===== config.mk =====
export PLATFORM = sky130hd
export DESIGN_NAME = mem_access_stage
export DESIGN_NICKNAME = d
export VERILOG_FILES = /design/src/rtl/mem_access_stage_pkg.sv /design/src/rtl/mem_access_stage_data_mem.sv /design/src/rtl/mem_access_stage.sv
export SDC_FILE = /design/constraint.sdc
export NUM_CORES = 2
export LEC_CHECK = 0
export ABC_CLOCK_PERIOD_IN_PS = 8500
export BUFFER_PORTS_ARGS = -buffer_cell sky130_fd_sc_hd__buf_4
export CORE_MARGIN = 2
export CORE_UTILIZATION = 39
export CTS_CLUSTER_DIAMETER = 50
export CTS_CLUSTER_SIZE = 16
export DETAILED_ROUTE_END_ITERATION = 16
export GPL_TIMING_DRIVEN = 1
export PLACE_DENSITY = 0.5
export SYNTH_ARGS = -nofsm -noshare
export SYNTH_HDL_FRONTEND = slang
export SYNTH_SLANG_ARGS = --single-unit
export TNS_END_PERCENT = 50

===== constraint.sdc =====
create_clock -name inp_clk -period 8.5 [get_ports inp_clk]
set_clock_uncertainty 0.2 [all_clocks]
set_input_delay 1.7 -clock inp_clk [delete_from_list [all_inputs] [get_ports inp_clk]]
set_output_delay 1.7 -clock inp_clk [all_outputs]
set_load 0.01 [all_outputs]

===== src/rtl/mem_access_stage_pkg.sv =====
// Shared definitions for the RICS memory-access stage: FSM state encoding,
// default widths/latency and the load-countdown width helper.
package mem_access_stage_pkg;

  localparam int DATA_W_DEF   = 16;
  localparam int ADDR_W_DEF   = 8;
  localparam int REG_AW_DEF   = 3;
  localparam int LOAD_LAT_DEF = 2;

  typedef enum logic [1:0] {
    S_IDLE = 2'd0,
    S_LOAD = 2'd1,
    S_OUT  = 2'd2
  } state_e;

  // Bits needed to hold the load countdown value LOAD_LAT-1 (at least one bit).
  function automatic int cnt_width(input int lat);
    return (lat <= 2) ? 1 : $clog2(lat);
  endfunction

endpackage


===== src/rtl/mem_access_stage_data_mem.sv =====
// Single-port synchronous data RAM, 2**ADDR_W x DATA_W, word addressed.
// Reads land in a one-cycle output register that holds until the next read.
// Contents are deliberately not reset.
module mem_access_stage_data_mem
  import mem_access_stage_pkg::*;
#(
  parameter int DATA_W = DATA_W_DEF,
  parameter int ADDR_W = ADDR_W_DEF
) (
  input  logic              clk,
  input  logic              we,
  input  logic              re,
  input  logic [ADDR_W-1:0] addr,
  input  logic [DATA_W-1:0] wdata,
  output logic [DATA_W-1:0] rdata
);

  logic [DATA_W-1:0] mem_q [2**ADDR_W];
  logic [DATA_W-1:0] rdata_q;

  // Write port and registered read port sharing one address.
  always_ff @(posedge clk) begin
    if (we) mem_q[addr] <= wdata;
    if (re) rdata_q <= mem_q[addr];
  end

  assign rdata = rdata_q;

endmodule


===== src/rtl/mem_access_stage.sv =====
// Memory stage of the 16-bit RICS pipeline: word loads/stores on an internal
// data RAM with configurable load latency, valid/ready handoff to write-back.
// Optional feature macro: MEM_ADDR_CHECK_EN (adds out_addrErr, blocks accesses
// whose address has non-zero bits above ADDR_W; otherwise those bits alias).
module mem_access_stage
  import mem_access_stage_pkg::*;
#(
  parameter int DATA_W   = DATA_W_DEF,
  parameter int ADDR_W   = ADDR_W_DEF,
  parameter int REG_AW   = REG_AW_DEF,
  parameter int LOAD_LAT = LOAD_LAT_DEF
) (
  input  logic              inp_clk,
  input  logic              inp_rstn,
  input  logic              inp_valid,
  output logic              out_ready,
  input  logic [DATA_W-1:0] inp_aluResult,
  input  logic [DATA_W-1:0] inp_data2,
  input  logic              inp_memRead,
  input  logic              inp_memWrite,
  input  logic              inp_regWrite,
  input  logic [REG_AW-1:0] inp_writeReg,
  output logic              out_valid,
  input  logic              inp_ready,
  output logic [DATA_W-1:0] out_wbData,
  output logic              out_regWrite,
  output logic [REG_AW-1:0] out_writeReg
`ifdef MEM_ADDR_CHECK_EN
  ,output logic             out_addrErr
`endif
);

  localparam int                CNT_W  = cnt_width(LOAD_LAT);
  localparam logic [CNT_W-1:0] LAT_M1 = CNT_W'(LOAD_LAT - 1);

  state_e              state_q, state_d;
  logic [CNT_W-1:0]    cnt_q, cnt_d;
  logic [DATA_W-1:0]   wb_data_q, wb_data_d;
  logic                reg_write_q, reg_write_d;
  logic [REG_AW-1:0]   write_reg_q, write_reg_d;
  logic                err_q, err_d;

  logic                accept;
  logic                addr_err;
  logic                mem_we;
  logic                mem_re;
  logic [DATA_W-1:0]   mem_rdata;

`ifdef MEM_ADDR_CHECK_EN
  assign addr_err = (inp_memRead | inp_memWrite) & (|inp_aluResult[DATA_W-1:ADDR_W]);
  assign out_addrErr = err_q & (state_q == S_OUT);
`else
  assign addr_err = 1'b0;
`endif

  assign out_ready = (state_q == S_IDLE) | ((state_q == S_OUT) & inp_ready);
  assign accept    = inp_valid & out_ready;

  mem_access_stage_data_mem #(
    .DATA_W (DATA_W),
    .ADDR_W (ADDR_W)
  ) u_data_mem (
    .clk   (inp_clk),
    .we    (mem_we),
    .re    (mem_re),
    .addr  (inp_aluResult[ADDR_W-1:0]),
    .wdata (inp_data2),
    .rdata (mem_rdata)
  );

  // Next-state, load countdown, result capture and RAM strobes; an accept
  // (from idle or on the handoff edge) overrides the per-state defaults.
  always_comb begin
    state_d     = state_q;
    cnt_d       = cnt_q;
    wb_data_d   = wb_data_q;
    reg_write_d = reg_write_q;
    write_reg_d = write_reg_q;
    err_d       = err_q;
    mem_we      = 1'b0;
    mem_re      = 1'b0;

    case (state_q)
      S_LOAD: begin
        if (cnt_q == '0) begin
          wb_data_d = err_q ? '0 : mem_rdata;
          state_d   = S_OUT;
        end else begin
          cnt_d = cnt_q - CNT_W'(1);
        end
      end
      S_OUT: begin
        if (inp_ready) begin
          state_d = S_IDLE;
          err_d   = 1'b0;
        end
      end
      default: ;
    endcase

    if (accept) begin
      reg_write_d = inp_regWrite;
      write_reg_d = inp_writeReg;
      err_d       = addr_err;
      if (inp_memRead) begin
        // A load wins when both read and write are set; no write happens.
        mem_re  = inp_rstn;
        cnt_d   = LAT_M1;
        state_d = S_LOAD;
      end else begin
        // Strobe gated by reset so nothing commits on a reset edge.
        mem_we    = inp_memWrite & ~addr_err & inp_rstn;
        wb_data_d = inp_aluResult;
        state_d   = S_OUT;
      end
    end
  end

  // State and output registers with synchronous active-low reset.
  always_ff @(posedge inp_clk) begin
    if (!inp_rstn) begin
      state_q     <= S_IDLE;
      cnt_q       <= '0;
      wb_data_q   <= '0;
      reg_write_q <= 1'b0;
      write_reg_q <= '0;
      err_q       <= 1'b0;
    end else begin
      state_q     <= state_d;
      cnt_q       <= cnt_d;
      wb_data_q   <= wb_data_d;
      reg_write_q <= reg_write_d;
      write_reg_q <= write_reg_d;
      err_q       <= err_d;
    end
  end

  assign out_valid    = (state_q == S_OUT);
  assign out_wbData   = wb_data_q;
  assign out_regWrite = reg_write_q;
  assign out_writeReg = write_reg_q;

endmodule

# Word-level counts from Yosys, hierarchy flattened
# Memories as Yosys holds them, arrays and structs flattened. A register that Yosys moved wholly into a read port is not among the register bits.
# Index checks and enable logic that the tools add are counted.
# word_totals
ramBits	4096
reg_bits	23
n_memories	1
output_inout_bits	22
wordCells	37
in_bits	42
# memory_table
memory	depth	word_bits	read_ports	rd_ports_with_merged_regs	wr	line	rtl
u_data_mem.mem_q	256	16	1	1	1	mem_access_stage_data_mem.sv:18	logic [DATA_W-1:0] mem_q [2**ADDR_W];
# op_classes
n_reduce_logical	3
n_addsub	1
eq_ne	4
n_bitwise	4
mux	19
# ops
operator	count
$mux 16	4
$mux 1	10
$mux 2	4
$pmux 2 s2	1
$and 1x1->1	3
$ne 3x1->1 const B	1
$ne 3x3->1 const B	1
$reduce_and 3->1	1
$reduce_bool 3->1	1
$eq 2x1->1 const B	1
$eq 2x2->1 const B	1
$logic_not 2->1	1
$or 1x1->1	1
$sub 1x1->1 const B	1

# Logic depth before layout (Yosys ltp)
# depth
depth_word	7
depth_mapped	9
depth_no_buf	5

# Cells and area by module
# Synthesis repeated with hierarchy kept, for this count alone.
# unflattened
hier_cells	6864
area_unflattened_um2	156750.3
# by_module_without_submodules
module	n_inst	seq_area_each_um2	cells_per_inst	area_per_inst_um2
mem_access_stage_data_mem	1	123478.4	6727	155559.2
mem_access_stage	1	460.4	137	1191.1

# Least setup slack after synthesis
# OpenSTA, ideal clock, no wires.
# synth_path
path_type	input port to flip-flop
from	in inp_aluResult[1]
to	mem u_data_mem.mem_q[117][0] (netlist bit) (enable)
slack_ns	3.932
n_path_buf	5
setup_ns	0.388
arrival_ns	3.980
cell_stages	8
cell_sequence	buf_2 > buf_4 > buf_2 > buf_2 > nor4b_1 > nand2_1 > buf_2 > nor2_1
# synth_lines
element	line	rtl
from (decl)	mem_access_stage.sv:17	input logic [DATA_W-1:0] inp_aluResult,
to (decl)	mem_access_stage_data_mem.sv:18	
# Straight into the memory's write port.

# Worst setup path in the final report
# layout_path
from	in inp_valid
to	mem u_data_mem.mem_q[156][7] (netlist bit) (enable)
# layout_via
elab_chain_len	4
# layout_rtl
element	line	rtl
from (decl)	mem_access_stage.sv:15	input logic inp_valid,
$and 1x1->1	mem_access_stage.sv:57	assign accept = inp_valid & out_ready;
$mux 1	mem_access_stage.sv:101	if (accept) begin
$mux 1	mem_access_stage_data_mem.sv:23	if (we) mem_q[addr] <= wdata;
$mux 1 (implied by the code)	mem_access_stage_data_mem.sv:23	
# No other way between the ends.

==> flow_summary.toml <==
[sta]
relSlewSlack = 0.0232
final.period_utilization = 0.637
tightestPinTransition_ns = 1.45
final.setup.tns_ns = 0
hold_viol_final = 0
report.final.slew_viol_count = 0
rsz0062_at_grt = "no"
setup_violations = 0
maxClockFrequency_mhz = 185
period_minus_slack_ns = 5.42

[floorplan]
die_width_microns = 637
ioPinCount = 64
start_util = 0.392
placeableCoreArea_sq_um = 399000
floorplan.rows = 232
fp.dieArea_sq_um = 406000
floorplan.die.height_microns = 637

[setup_path]
cp_common_cell = "buf_4"
crit_arrival_ns = 5.94
launching_element_type_of_the_critical_path = "input port"
timing.setup.critical_path_class = "in -> reg"
path_cells = "buf_4 > nor2b_1 > nand3_2 > buf_4 > nor4_1 > nand2_2 > nor2_1 > buf_4"
critPathMaxFanout = 36
timing.critical_path.required_ns = 9.02
end_kind = "flip-flop"
timing.critical_path.slowest_stage_cell = "nand2_2"
critical-path-max-stage-delay_ns = 1.10

[cells_and_area]
final_core_util = 0.453
drive_gt1_frac = 0.308
synthesis_to_layout_area_growth_pct = 15.6
final_nets = 7329
postLayoutCellArea_sq_um = 181000

[yosys]
postSynthAreaPerCell_sq_um = 22.9
cell_area_after_technology_mapping_sq_um = 156000
synth_compound_area_frac = 0.0375
synthMuxAreaShare = 0.148
ys_seq_area_frac = 0.792
async_flop_share = 0
yosysUniqueCellTypes = 27
synth_fp_nets = 6858
synthAdderAreaFrac = 0
synth.largest_area_cell = "edfxtp_1"
yosys_warning_count = 0
largest_family_of_logic_cells_by_synthesized_area = "multiplexers"
cells_after_synthesis = 6816
yosys_most_used_dff = "edfxtp_1"
ffs_latches_synth = 4135
synth_edf_count = 4112
post_synth_and_or_nand_nor_area_fraction = 0.00932
synthXorXnorAreaFrac = 0
yosys-top-cells-area = "edfxtp_1 (79%), mux4_2 (15%), a22oi_1 (2.5%)"
post-synth-top-area-fraction = 0.789

[run_status]
outcome = "finished, violations left"
violated_checks = "max-capacitance violations"

[global_route]
grt_pass1_wl_microns = 614000
number_of_antenna_violations_at_the_first_check_in_global_routing = 15
first_global_vias = 76005
grt_max_degree = 184
grt_use_total = 0.215
grt_overflow_total = 0

[clock_tree]
cts_sinks = 4135
cts.path.max_buffers = 4
cts_inserted_buffers = 445
postCtsResizedCells = 0
cts_setup_buffers = 0
cts_hold_buf = 0
clk_pin_slew_worst_paths_ns = 0.07
cts_tree = "done"
clk_root_buffer_cell = "clkbuf_16"
cts_max_level = 5
clkLatencyLatePin_ns = 1.01

[place]
placer_congestion = 0.805
place_area_sq_um = 166000
place_hpwl_microns = 253000
buffer_ports.inserted = 63

[hold_path]
worstHoldPathType = "reg -> reg"

[drt]
route.final.wire_length_microns = 443000
routed-via-count = 75123
drtPass1Iterations = 5
routed_wire_length_per_instance_microns = 34.2
post-route-drc-count = 0
detail-route-antenna-nets = 0
drt-initial-drc-count = 8685
via_per_inst = 5.80

[power_and_ir_drop]
power.density_nw_per_um2 = 245
p_leak_nw = 55.4
design_power_total_mw = 44.3
irDropWorstVdd_v = 0.000175

[run]
maxCapViolCount = 1
[synth_stat cells, drive strengths merged, types with 2 or more instances]
| cell type | number |
|---|---|
| edfxtp | 4112 |
| mux4 | 1024 |
| a22oi | 512 |
| nor2 | 278 |
| a21oi | 264 |
| clkbuf | 245 |
| buf | 175 |
| o41ai | 64 |
| nand2 | 32 |
| dfxtp | 23 |
| nand4 | 20 |
| a211oi | 16 |
| mux2i | 16 |
| nand3 | 10 |
| nor2b | 8 |
| inv | 4 |
| nand2b | 3 |
| and2 | 2 |
| nor4 | 2 |
| o21ai | 2 |
[cell type report]
type | instances | area [sq um]
Antenna cell | 11 | 27.5
Clock buffer | 480 | 11400
Clock inverter | 349 | 3850
Fill cell | 33217 | 219000
Inverter | 4 | 15.0
Multi-Input combinational cell | 2257 | 31100
Sequential cell | 4135 | 124000
Tap cell | 5265 | 6590
Timing Repair Buffer | 444 | 3940
[critical path, delay by kind of cell]
family                 cells  cell delay (ns)
buffers and inverters      3             0.71
and+or+nand+nor            5             3.48
[worst paths after layout]
path	end	cells past startpoint	from	slack, ns
setup / recovery	u_data_mem.mem_q[156][7]$_DFFE_PP_	8	inp_valid	3.08
hold / removal	out_writeReg[0]$_SDFFE_PN0N_	2	out_writeReg[0]$_SDFFE_PN0N_	0.26
setup reg to reg	u_data_mem.mem_q[156][7]$_DFFE_PP_	7	state_q[0]$_SDFFE_PN0P_	3.59
hold reg to reg	out_writeReg[0]$_SDFFE_PN0N_	2	out_writeReg[0]$_SDFFE_PN0N_	0.26
[placed cells by master, fill, tap and decap left out, types with 20 or more instances in the layout]
cell type,n
dfxtp_1,23
nand4_1,20
clkbuf_16,450
clkinvlp_4,40
mux4_2,1024
clkinv_1,31
clkinv_2,47
edfxtp_1,4112
clkbuf_1,30
buf_4,389
bufinv_16,45
o41ai_2,35
a21oi_1,264
nor2_2,69
inv_8,25
clkinv_4,53
inv_6,92
nor2_1,207
o41ai_1,29
buf_12,37
a22oi_1,512
[state kept, by name (all words and copies together) (netlist names)]
register          cells
cnt_q                 1
out_regWrite          1
out_wbData           16
out_writeReg          3
state_q               2
u_data_mem.mem_q   4096
u_data_mem.rdata     16
[stage by stage]
stage	hold slack, ns	cells	setup slack [ns]
floorplan	0.281	6816	3.93
global placement	0.246	12104	2.08
detailed placement	0.250	12105	2.10
CTS	0.259	12934	3.17
global route	0.295	12935	2.85
finish	0.263	12945	3.08
[layer usage]
layer,global-route usage,up-vias,part of all wire
met5,0,-,0.00011
met3,0.0315,557,0.066
met2,0.352,2725,0.49
met1,0.302,41366,0.42
li1,-,30467,-
met4,0.0572,8,0.027
[kinds of logic after synthesis]
group	after synthesis
DFF	4135
muxes	1040
AOI/OAI and AO/OA	859
buffers and inverters	424
and+or+nand+nor	358
[report_power, final]
group / switching, mW / internal (mW) / total, mW
clock network: 8.67 / 11.3 / 20.0
logic: 1.27 / 0.631 / 1.90
registers: 0.0245 / 22.4 / 22.5
total: 9.96 / 34.4 / 44.3
(Power assumes the default switching activity.)
